===== src/rtl/mem_vector_access.sv =====
// Memory-stage sequencer: splits scalar/vector loads and stores into word beats
// against a synchronous data memory and stalls the pipeline until they complete.
module mem_vector_access #(
  parameter int DATA_W = 192,
  parameter int WORD_W = 32,
  parameter int ADDR_W = 32
) (
  input  logic              clk,
  input  logic              rst,
  input  logic              MemRead_in,
  input  logic              MemWrite_in,
  input  logic              VecOp_in,
  input  logic [ADDR_W-1:0] addr_in,
  input  logic [DATA_W-1:0] wdata_in,
  input  logic [WORD_W-1:0] dm_rdata,
  output logic [ADDR_W-1:0] dm_addr,
  output logic              dm_we,
  output logic              dm_re,
  output logic [WORD_W-1:0] dm_wdata,
  output logic [DATA_W-1:0] mem_out,
  output logic              stall,
  output logic              done
);

  localparam int BEATS      = DATA_W / WORD_W;
  localparam int KW         = (BEATS > 1) ? $clog2(BEATS) : 1;
  localparam int WORD_BYTES = WORD_W / 8;

  typedef enum logic [2:0] {
    IDLE      = 3'd0,
    WRITE     = 3'd1,
    READ      = 3'd2,
    READ_LAST = 3'd3,
    DONE      = 3'd4
  } state_t;

  state_t            state_r;
  state_t            state_nx_s;
  logic [KW-1:0]     k_r;
  logic [KW-1:0]     k_nx_s;
  logic [KW-1:0]     last_s;
  logic [ADDR_W-1:0] base_r;
  logic [ADDR_W-1:0] beat_addr_s;
  logic [DATA_W-1:0] wbuf_r;
  logic [DATA_W-1:0] rbuf_r;
  logic [DATA_W-1:0] result_s;
  logic              vec_r;
  logic              req_s;
  logic              accept_s;

  assign req_s       = MemRead_in | MemWrite_in;
  assign accept_s    = (state_r == IDLE) && req_s;
  assign last_s      = vec_r ? KW'(BEATS - 1) : {KW{1'b0}};
  assign beat_addr_s = base_r + ADDR_W'(k_r) * ADDR_W'(WORD_BYTES);

  // Full vector result: buffered lanes 0..BEATS-2 plus the word arriving now.
  always_comb begin
    result_s = rbuf_r;
    result_s[DATA_W-1 -: WORD_W] = dm_rdata;
  end

  // Next-state, beat counter and memory/pipeline strobes decoded from state.
  always_comb begin
    state_nx_s = state_r;
    k_nx_s     = k_r;
    dm_addr    = {ADDR_W{1'b0}};
    dm_we      = 1'b0;
    dm_re      = 1'b0;
    dm_wdata   = {WORD_W{1'b0}};
    stall      = 1'b0;
    done       = 1'b0;
    case (state_r)
      IDLE: begin
        stall = rst & req_s;
        if (MemWrite_in) begin
          state_nx_s = WRITE;
          k_nx_s     = {KW{1'b0}};
        end else if (MemRead_in) begin
          state_nx_s = READ;
          k_nx_s     = {KW{1'b0}};
        end else begin
          state_nx_s = IDLE;
        end
      end
      WRITE: begin
        stall    = 1'b1;
        dm_we    = 1'b1;
        dm_addr  = beat_addr_s;
        dm_wdata = wbuf_r[WORD_W*k_r +: WORD_W];
        k_nx_s   = k_r + KW'(1);
        if (k_r == last_s) begin
          state_nx_s = DONE;
        end else begin
          state_nx_s = WRITE;
        end
      end
      READ: begin
        stall   = 1'b1;
        dm_re   = 1'b1;
        dm_addr = beat_addr_s;
        k_nx_s  = k_r + KW'(1);
        if (k_r == last_s) begin
          state_nx_s = READ_LAST;
        end else begin
          state_nx_s = READ;
        end
      end
      READ_LAST: begin
        stall      = 1'b1;
        state_nx_s = DONE;
      end
      DONE: begin
        done       = 1'b1;
        state_nx_s = IDLE;
      end
      default: begin
        state_nx_s = IDLE;
        k_nx_s     = {KW{1'b0}};
      end
    endcase
  end

  // State register; the pipeline segment registers also update on the falling edge.
  always_ff @(negedge clk or negedge rst) begin
    if (!rst) begin
      state_r <= IDLE;
      k_r     <= {KW{1'b0}};
    end else begin
      state_r <= state_nx_s;
      k_r     <= k_nx_s;
    end
  end

  // Request latch at accept, and read-beat buffer (data trails dm_re by one cycle).
  always_ff @(negedge clk or negedge rst) begin
    if (!rst) begin
      base_r <= {ADDR_W{1'b0}};
      wbuf_r <= {DATA_W{1'b0}};
      vec_r  <= 1'b0;
      rbuf_r <= {DATA_W{1'b0}};
    end else begin
      if (accept_s) begin
        base_r <= addr_in & ~ADDR_W'(3);
        wbuf_r <= wdata_in;
        vec_r  <= VecOp_in;
      end
      if ((state_r == READ) && (k_r != {KW{1'b0}})) begin
        rbuf_r[WORD_W*(k_r - KW'(1)) +: WORD_W] <= dm_rdata;
      end
    end
  end

  // Result register changes only when a load finishes, so MEM/WB never sees a partial vector.
  always_ff @(negedge clk or negedge rst) begin
    if (!rst) begin
      mem_out <= {DATA_W{1'b0}};
    end else if (state_r == READ_LAST) begin
      mem_out <= vec_r ? result_s : DATA_W'(dm_rdata);
    end
  end

endmodule


===== config.mk =====
export PLATFORM = sky130hd
export DESIGN_NAME = mem_vector_access
export DESIGN_NICKNAME = d
export VERILOG_FILES = /design/src/rtl/mem_vector_access.sv
export SDC_FILE = /design/constraint.sdc
export NUM_CORES = 1
export LEC_CHECK = 0
export CELL_PAD_IN_SITES_DETAIL_PLACEMENT = 1
export CELL_PAD_IN_SITES_GLOBAL_PLACEMENT = 1
export CORE_ASPECT_RATIO = 0.9
export CORE_MARGIN = 10
export CORE_UTILIZATION = 44
export CTS_CLUSTER_SIZE = 8
export DETAILED_ROUTE_END_ITERATION = 6
export PLACE_DENSITY_LB_ADDON = 0.25
export SYNTH_ARGS = -nofsm -noshare
export SYNTH_HDL_FRONTEND = slang
export SYNTH_SLANG_ARGS = --single-unit
export TNS_END_PERCENT = 1

===== constraint.sdc =====
create_clock -name clk -period 5.52 [get_ports clk]
set_input_delay 1.104 -clock clk [delete_from_list [all_inputs] [get_ports clk]]
set_output_delay 1.104 -clock clk [all_outputs]
set_load 0.02 [all_outputs]

### Word level (Yosys, flattened, before mapping)

Cells that the tools add are included.

* shift-type cells: 3
* reductions and logical operators: 8
* bitwise logic cells: 3
* $add $sub $neg: 4
* mux-type cells: 17
* equal/unequal tests: 6

Operator list (number)
* $bwmux 192: 1
* $mux 192: 1
* $shift 32x34->192 const A: 1
* $shiftx 192x9->32: 1
* $shiftx 32x34->192: 1
* $mux 32: 2
* $neg 32->34: 1
* $add 32x5->32: 1
* $mux 3: 4
* $pmux 3 s4: 1
* $pmux 3 s3: 1
* $eq 3x2->1 const B: 2
* $mux 1: 4
* $mux 2: 2
* $reduce_or 2->1: 2
* $sub 3x1->4 const B: 1
* $add 3x1->3 const B: 1
* $eq 3x1->1 const B: 1
* $eq 3x3->1: 1
* $eq 3x3->1 const B: 1
* $logic_not 3->1: 1
* $ne 3x3->1 const B: 1
* $reduce_bool 3->1: 1
* $reduce_or 3->1: 1
* 6 further kinds: 7

* input bits: 261
* logic and storage cells: 48
* bits in registers: 613
* output and inout port bits: 260

### Depth between registers and ports, before layout

Gate-level depths: netlist of run 1.

* depth in word-level cells: 4
* depth in mapped cells: 13
* gate-level depth less buffers: 10

==> results.py, run 1 <==
metrics = {
    "clock_tree": {
        "clk_latency_ns": 0.60,
        "clock-sinks": 581,
        "h-tree-depth": 3,
        "cts-buffers-inserted": 82,
        "cts_tree": "done",
        "cts.clk_slew.worst_paths_ns": 0.04,
        "clock-root-buffer": "clkbuf_16",
        "clockBufferDepth": 3,
    },
    "sta": {
        "finalClockSkew_ns": 0.01180,
        "worst_slew_pin_slew_ns": 1.429,
        "rsz0062_at_grt": "true",
        "hold_viol": 0,
        "setup_viol": 65,
        "timing.final.ws_setup_ns": -1.037,
        "slew_headroom_pct": 4.704,
        "slew_violations": 0,
    },
    "drt": {
        "ant_nets": 0,
        "drt-pass1-iter-count": 4,
        "drt_iter0_drc": 1089,
        "via_per_inst": 5.472,
        "avgRoutedWirePerCell_um": 25.42,
        "routed_wl_um": 90680,
        "num_vias": 19520,
        "post-route-drc-count": 0,
    },
    "power": {
        "clockPowerShare_pct": 21.8,
        "ir_worst_vdd_uv": 338.2,
        "p_sw_share_pct": 37.84,
        "comb_power_share_pct": 45.0,
        "p_int_w": 0.01290,
        "power.density_nw_per_um2": 592.0,
        "p_total_w": 0.02075,
        "p_leak_nw": 16.33,
        "power_switching_w": 0.007851,
        "p_seq_share_pct": 33.2,
    },
    "synthesis": {
        "seq_area_frac_synth_pct": 56.94,
        "synthAdderAreaFrac_pct": 0.8036,
        "syn_inst": 2187,
        "yosys.area_share.simple_pct": 9.932,
        "synth_mux_area_share_pct": 20.49,
        "yosys_warnings": 0,
        "syn_area_sq_um": 25530,
        "ys_seq_elements": 581,
        "synth_area_per_cell_sq_um": 11.68,
        "synth.distinct_cells": 58,
        "synth_top_family_by_area": "multiplexers",
        "synth_edf_count": 0,
        "ys.flop_type": "dfrtn_1",
        "async_reset_ff_share_pct": 100.0,
        "synth_compound_area_share_pct": 7.600,
        "synthXorXnorAreaFrac_pct": 0.5047,
    },
    "setup_path": {
        "cp-start-kind": "flip-flop",
        "worstSetupEndpointType": "primary output",
        "cp_data_required_time_ns": 4.42,
        "r2r_start": "k_r[0]",
        "critPathMaxFanout": 8,
        "worst_ep_arrival_time_ns": 5.45,
        "critical_path_class": "flip-flop to primary output",
        "crit_start": "k_r[0]",
        "ff2ff_setup_slack_ns": 1.04,
    },
    "run_status": {
        "outcome": "finished, violations left",
        "violations": "setup timing",
    },
    "grt": {
        "grt-ovfl-total": 0,
        "grt_use_total_pct": 26.23,
        "grt_pass1_wl_um": 138400,
        "grt_start_max_net_pins": 297,
        "first_global_vias": 22470,
        "antenna_found_initial": 24,
    },
    "die": {
        "start_util_pct": 44.62,
        "die_x_um": 273.9,
        "pin_count": 521,
        "core_sq_um": 57220,
        "rows": 83,
        "dieArea_sq_um": 68080,
        "die_y_um": 248.5,
    },
    "min_path": {
        "hold_start": "mem_out[5]",
        "min_path_type": "flip-flop to flip-flop",
    },
    "finish": {
        "multi_input_area_sq_um": 10580,
        "ff_latch_area_sq_um": 14540,
        "stdcell_area_sq_um": 35050,
        "fill_cells": 5810,
        "layout.nets": 3055,
        "final_cell_mix": "581 x dfrtn_1, 428 x nand2_1, 317 x mux2_2",
        "post-route-util_pct": 61.25,
        "final_common_cell": "dfrtn_1",
        "drive_above_1_share_pct": 27.75,
        "area_growth_pct": 37.25,
    },
    "place": {
        "gp_congestion": 0.8765,
        "hpwl_um": 61330,
        "place_ws_ns": -1.015,
        "port_buffers": 516,
        "placedInstanceArea_sq_um": 32580,
    },
    "flow_run": {
        "max_cap_violations": 0,
    },
}
flip-flops by register name, summed over array words and instances (netlist names):
name,cells
k_r,3
base_r,30
vec_r,1
rbuf_r,160
wbuf_r,192
state_r,3
mem_out,192
through the flow:
| step | TNS, ns | cells | hold slack, ns |
|---|---|---|---|
| global placement | -58.74 | 3453 | 0.4203 |
| floorplan | -20.43 | 2188 | 0.4191 |
| finish | -52.67 | 3567 | 0.4214 |
| global route | -58.73 | 3566 | 0.4493 |
| detailed placement | -69.17 | 3453 | 0.4295 |
| CTS | -55.28 | 3551 | 0.4291 |
final timing paths:
kind                          endpoint  cells after the start
setup / recovery           dm_wdata[1]                      6
hold / removal              mem_out[5]                      2
setup reg to reg            rbuf_r[41]                     10
hold reg to reg             mem_out[5]                      2
max in group asynchronous    wbuf_r[0]                      2
min in group asynchronous   mem_out[7]                      1
worst max-delay path, cell delays in order, from the launching register on:
cell,delay [ns]
dfrtn_1,0.47
buf_6,0.20
bufbuf_16,0.32
mux4_2,0.51
a22oi_1,0.22
nor2_1,0.08
clkdlybuf4s15_2,0.29
cell type report:
cell class / count / area share [%]
sequential: 581 / 41.49
multi-input combinational: 1379 / 30.19
tap: 765 / 2.731
timing repair buffer: 662 / 18.40
antenna: 16 / 0.1142
inverter: 73 / 0.7961
clock inverter: 4 / 0.1642
clock buffer: 87 / 6.119
metal layers:
layer	share of wire, %	wire length, um	up-vias	GRT usage, %
met4	4.0	3624	14	11.50
met3	5.9	5320	190	6.826
met1	38	34700	10070	29.60
li1	-	-	8676	-
met2	52	46940	568	45.91
met5	0.12	107	-	0
synthesized netlist by cell type (3+ instances only):
library cell | count | share of area [%]
a21boi_0 | 5 | 0.15
nand4_1 | 37 | 0.91
mux2_2 | 317 | 14
a21bo_2 | 32 | 1.3
buf_2 | 34 | 0.67
a21oi_1 | 21 | 0.41
nor2_1 | 50 | 0.74
nand3_1 | 8 | 0.16
nor2b_1 | 3 | 0.074
buf_6 | 3 | 0.13
a31o_2 | 5 | 0.17
mux2i_1 | 93 | 3.6
clkbuf_1 | 109 | 1.6
nor3_1 | 6 | 0.12
nor4b_1 | 4 | 0.14
nor4_1 | 3 | 0.074
nand2_1 | 429 | 6.3
mux4_2 | 32 | 2.8
or4_1 | 14 | 0.41
o31ai_1 | 13 | 0.38
nor3b_1 | 3 | 0.088
ha_1 | 14 | 0.69
o21ai_0 | 199 | 3.9
a22oi_1 | 32 | 0.94
dfrtn_1 | 581 | 57
o21a_1 | 3 | 0.088
or3_1 | 5 | 0.12
and2_1 | 7 | 0.17
buf_1 | 5 | 0.074
xnor2_1 | 10 | 0.34
buf_4 | 5 | 0.15
inv_1 | 72 | 1.1
timing repair:
action | CTS | global route
resized for setup | 433 | 66
pin swaps | 22 | 7
hold buffers | 0 | 0
endpoints found under the setup margin | 197 | 107
setup buffers | 1 | 0
cloned | 6 | 0
power groups by stage:
stage / clock (W) / combinational [W] / sequential (W)
after floorplan: 0 / 0.00493 / 0.00713
after global placement: 0 / 0.00898 / 0.00674
after detailed placement: 0 / 0.00928 / 0.00688
after CTS: 0.00460 / 0.00942 / 0.00687
after global routing: 0.00479 / 0.0100 / 0.00705
final: 0.00453 / 0.00934 / 0.00689
cells by family (layout without fill, tap and decap cells):
logic type,count (synthesis),after routing
AO/OA/AOI/OAI,320,320
XOR/XNOR,13,13
adder cells (fa/ha/maj),16,16
buffers and inverters,230,826
flip-flops,581,581
multiplexers,443,443
other,1,18
AND/OR/NAND/NOR,583,585
(Power assumes the default switching activity.)
==> run 2: changes to the inputs <==
--- a/config.mk
+++ b/config.mk
@@ -5,6 +5,7 @@
 export SDC_FILE = /design/constraint.sdc
 export NUM_CORES = 1
 export LEC_CHECK = 0
+export ABC_CLOCK_PERIOD_IN_PS = 5520
 export CELL_PAD_IN_SITES_DETAIL_PLACEMENT = 1
 export CELL_PAD_IN_SITES_GLOBAL_PLACEMENT = 1
 export CORE_ASPECT_RATIO = 0.9
==> results of run 2 <==
Final layout, timing and power as in run 1 (identical DEF).
==> run 3: changes to the inputs <==
--- a/config.mk
+++ b/config.mk
@@ -10,7 +10,7 @@
 export CELL_PAD_IN_SITES_GLOBAL_PLACEMENT = 1
 export CORE_ASPECT_RATIO = 0.9
 export CORE_MARGIN = 10
-export CORE_UTILIZATION = 44
+export CORE_UTILIZATION = 40
 export CTS_CLUSTER_SIZE = 8
 export DETAILED_ROUTE_END_ITERATION = 6
 export PLACE_DENSITY_LB_ADDON = 0.25
==> results.py, run 3 (synthesized netlist as in run 1, its figures left out) <==
metrics = {
    "power": {
        "power.density_nw_per_um2": 590.4,
        "ir_worst_vdd_uv": 316.9,
        "p_leak_nw": 16.20,
    },
    "finish": {
        "ff_latch_area_sq_um": 14540,
        "layout.nets": 3072,
        "drive_above_1_share_pct": 29.01,
        "post-route-util_pct": 56.38,
        "area_growth_pct": 38.93,
        "multi_input_area_sq_um": 10670,
        "final_common_cell": "dfrtn_1",
        "final_cell_mix": "581 x dfrtn_1, 428 x nand2_1, 317 x mux2_2",
        "reg_top3": "mem_out (192), wbuf_r (192), rbuf_r (160)",
        "stdcell_area_sq_um": 35470,
        "fin_cells": 3660,
        "fill_cells": 6505,
    },
    "grt": {
        "grt_use_total_pct": 23.91,
        "grt_pass1_wl_um": 138000,
        "antenna_found_initial": 17,
        "grt_start_max_net_pins": 193,
        "first_global_vias": 22250,
        "grt-ovfl-total": 0,
    },
    "setup_path": {
        "critical_path_class": "flip-flop to primary output",
        "cp_data_required_time_ns": 4.42,
        "worst_ep_arrival_time_ns": 5.51,
        "reg2reg_depth": 12,
        "critPathMaxFanout": 6,
        "cp-start-kind": "flip-flop",
        "worstSetupEndpointType": "primary output",
    },
    "drt": {
        "drt-pass1-iter-count": 5,
        "avgRoutedWirePerCell_um": 24.75,
        "routed_wl_um": 90580,
        "drt_iter0_drc": 938,
        "num_vias": 19560,
        "ant_nets": 0,
        "post-route-drc-count": 0,
        "via_per_inst": 5.344,
    },
    "clock_tree": {
        "clockBufferDepth": 3,
        "cts_tree": "done",
        "clock-sinks": 581,
        "h-tree-depth": 3,
        "cts.clk_slew.worst_paths_ns": 0.04,
        "cts_hold_buf": 0,
        "cts-buffers-inserted": 82,
        "clock-root-buffer": "clkbuf_16",
        "clk_latency_ns": 0.59,
    },
    "sta": {
        "hold_viol": 0,
        "rsz0062_at_grt": "true",
        "slew_headroom_pct": 14.83,
        "finalClockSkew_ns": 0.01364,
        "setup_viol": 65,
        "worst_slew_pin_slew_ns": 1.276,
        "timing.final.ws_setup_ns": -1.094,
        "slew_violations": 0,
    },
    "run_status": {
        "outcome": "finished, violations left",
        "violations": "setup timing",
    },
    "die": {
        "core_sq_um": 62920,
        "dieArea_sq_um": 74360,
        "die_y_um": 259.7,
        "rows": 87,
        "pin_count": 521,
        "die_x_um": 286.3,
        "start_util_pct": 40.58,
    },
    "place": {
        "gp_congestion": 0.8726,
        "dp.cells": 3550,
        "placedInstanceArea_sq_um": 32840,
        "hpwl_um": 62090,
        "port_buffers": 516,
    },
    "min_path": {
        "min_path_cells": 2,
        "min_path_type": "flip-flop to flip-flop",
    },
    "flow_run": {
        "max_cap_violations": 0,
    },
}
-- run 3: cell count changes in the layout (fill, tap and decap cells not counted), moves of 3 or more --
cell	delta
a22oi_2	+21
clkbuf_2	-5
clkdlybuf4s50_1	+18
diode_2	-3
nor2_2	+3
buf_6	+5
buf_4	+28
dlygate4sd2_1	-7
buf_12	+4
o31ai_2	+3
buf_2	-14
dlymetal6s2s_1	-14
a22oi_1	-21
-- run 3: metrics by stage --
step           power (W)  hold slack (ns)  setup TNS [ns]  worst slack (ns)
5_1_grt          0.02214           0.4419          -55.84            -1.182
6_report         0.02094           0.4201          -50.62            -1.094
3_3_place_gp     0.01576           0.4215          -56.57           -0.9998
3_5_place_dp     0.01618           0.4291          -65.32            -1.007
4_1_cts          0.02097           0.4244          -52.82            -1.074
2_1_floorplan    0.01206           0.4191          -20.43           -0.4213
-- run 3: worst paths after layout --
check	start	end	slack, ns
worst max register to register	k_r[0]	rbuf_r[10]	1.06
worst max-delay path	k_r[1]	dm_addr[17]	-1.09
max in group asynchronous	rst	wbuf_r[170]	1.50
worst min-delay path	mem_out[61]	mem_out[61]	0.42
worst min register to register	mem_out[61]	mem_out[61]	0.42
min in group asynchronous	rst	mem_out[133]	3.10
-- run 3: layout make-up --
class                   count  area share (%)
diodes                     13         0.09170
clock buffers              87           6.045
clock inverters             3          0.1869
inverters                  73          0.7971
multi-input cells        1379           30.08
flip-flops and latches    581           40.98
well taps                 845           2.980
repair buffers            679           18.83
-- run 3: timing repair --
| action | 4_1_cts | 5_1_grt |
|---|---|---|
| setup endpoints to repair | 193 | 93 |
| pin swaps | 29 | 10 |
| setup buffers | 1 | 0 |
| gates resized for setup | 480 | 62 |
| cloned | 6 | 0 |
-- run 3: routing by layer --
layer | vias to the layer above | global-route usage [%] | share of wire [%]
li1 | 8738 | - | -
met1 | 10120 | 27.88 | 39
met2 | 520 | 41.35 | 51
met3 | 168 | 6.635 | 6.3
met4 | 12 | 9.338 | 3.7
met5 | - | 0 | 0.089
-- run 3: where the power goes --
group | total (W) | leakage [nW] | internal [W] | switching (W)
Combinational | 0.00957 | 8.02 | 0.00442 | 0.00515
Clock | 0.00452 | 1.08 | 0.00272 | 0.00180
Sequential | 0.00686 | 7.10 | 0.00594 | 0.000913
-- run 3: worst max-delay path, cell delays in order, from the launching register on --
cell,delay [ns]
dfrtn_1,0.39
ha_4,0.29
a211oi_2,0.07
or3_4,0.41
buf_6,0.15
buf_6,0.13
or4_4,0.44
a21oi_4,0.14
buf_6,0.14
==> RTL change (config.mk and constraints of run 2) <==
Change the parameter `ADDR_W` from 32 to 48.
--- a/src/rtl/mem_vector_access.sv
+++ b/src/rtl/mem_vector_access.sv
@@ -5,3 +5,3 @@
   parameter int WORD_W = 32,
-  parameter int ADDR_W = 32
+  parameter int ADDR_W = 48
 ) (
Interface: changed (resized addr_in and dm_addr); port bits go from 521 to 553. No check against the original RTL was run, so the function may have changed too.
==> RTL change against run 2 <==
The run still ends with negative setup slack left. Setup slack worse by 0.070 ns. Power is 8.3% higher. Via count is 7.6% higher. Sequential cell count is 16 higher. Register-to-register slack worse by 0.02 ns. Clock power is 2% higher. Sequential power is 7.8% higher. Design area is 2.8% higher. Area after synthesis is 3.0% higher. Routed wire length is 11% higher. Largest cell class unchanged. Largest power group unchanged.
==> RTL change: results (changes against run 2) <==
Min Hold Slack=0.423 ns (was 0.421 ns); slowest stage delay, CP=0.55 ns (was 0.51 ns); Leak=16.4 nW (was 16.3 nW); # setup viols final=79 (was 65); initial antenna violation count=35 (was 24); failing checks=negative setup slack (unchanged); via count=21000 (was 19500); port bufs=548 (was 516); final worst slack=-1.11 ns (was -1.04 ns); status=finished, violations left (unchanged); Post-synth top cells=dfrtn_1 (597), nand2_1 (530), mux2_2 (325) (was dfrtn_1 (581), nand2_1 (429), mux2_2 (317)); drt first pass iters=5 (was 4); R2R setup slack=1.02 ns (was 1.04 ns); crit path max-delay cell type=dfrtn_1 (was mux4_2); post-synthesis sequential area ratio=56.8% (was 56.9%); drt wl/cell=26.8 um (was 25.4 um); first-pass GRT wire length=151000 um (was 138000 um); critical path's top delay family=flip-flops (was buffers and inverters); final worst clock skew=0.0194 ns (was 0.0118 ns); GPL Wtd Cong=0.937 (was 0.877); area post-placement=33600 um2 (was 32600 um2); Worst VDD drop=0.300 mV (was 0.338 mV); CTS Buf Count=84 (was 82); Least-Margin Pin Slew=1.31 ns (was 1.43 ns); total global routing track utilization=28.0% (was 26.2%)
RTL change: layout make-up:
class / count / area share, %
sequential: 597 / 41.5
multi-input combinational: 1538 / 30.1
timing repair buffer: 731 / 19.3
clock buffer: 88 / 6.02
tap: 774 / 2.69
clock inverter: 3 / 0.174
inverter: 14 / 0.146
antenna: 17 / 0.118
RTL change: tightest hold or removal path, delay by kind of cell (launching register included):
kind | cells | cell delay, ns
DFF | 1 | 0.39
AOI/OAI and AO/OA | 1 | 0.06
and+or+nand+nor | 1 | 0.05
RTL change: metrics by stage:
step	setup TNS (ns)	utilization, %	setup WS, ns	std cells
6_report	-72.98	61.3	-1.11	3762
5_1_grt	-81.17	61.3	-1.21	3761
4_1_cts	-78.48	61.2	-1.16	3745
3_5_place_dp	-91.07	57.2	-1.13	3642
3_3_place_gp	-74.15	57.2	-1.06	3642
2_1_floorplan	-25.50	-	-0.578	2311
RTL change: where the power goes:
| group | internal (W) | switching [W] | total (W) | leakage, nW |
|---|---|---|---|---|
| sequential | 0.00626 | 0.00117 | 0.00743 | 7.16 |
| combinational | 0.00466 | 0.00576 | 0.0104 | 8.19 |
| clock | 0.00275 | 0.00187 | 0.00462 | 1.09 |
| total | 0.0137 | 0.00880 | 0.0225 | 16.4 |
RTL change: logic make-up after synthesis:
family,Yosys count,synth area share [%]
simple gates,722,11.7
buf+inv,177,3.10
flops,597,56.8
compound gates,366,8.15
xor+xnor,33,1.16
mux,398,18.3
other cells,1,0.0143
fa+ha+maj,16,0.780
RTL change: path summary, 6_finish.rpt:
check / startpoint / to / depth (start not counted)
min: mem_out[140]$_DFFE_NN0P_ / mem_out[140]$_DFFE_NN0P_ / 2
max in group asynchronous: rst / wbuf_r[17]$_DFFE_NN0P_ / 2
min reg2reg: mem_out[140]$_DFFE_NN0P_ / mem_out[140]$_DFFE_NN0P_ / 2
max reg2reg: k_r[1]$_DFFE_NN0P_ / rbuf_r[122]$_DFFE_NN0P_ / 11
min in group asynchronous: rst / mem_out[79]$_DFFE_NN0P_ / 1
max: k_r[1]$_DFFE_NN0P_ / dm_addr[17] / 9
RTL change: layer usage:
metal / vias to the layer above / global-route usage [%] / part of all wire (%)
met5: - / 0 / 0.18
met2: 674 / 49.3 / 51
met4: 26 / 13.3 / 4.7
li1: 9224 / - / -
met3: 240 / 7.36 / 6.4
met1: 10800 / 31.4 / 37
RTL change: timing repair:
item / CTS / global route
resized for setup: 418 / 29
buffers inserted: 9 / 0
gates cloned: 3 / 0
pin swaps: 27 / 9
endpoints found under the setup margin: 206 / 115
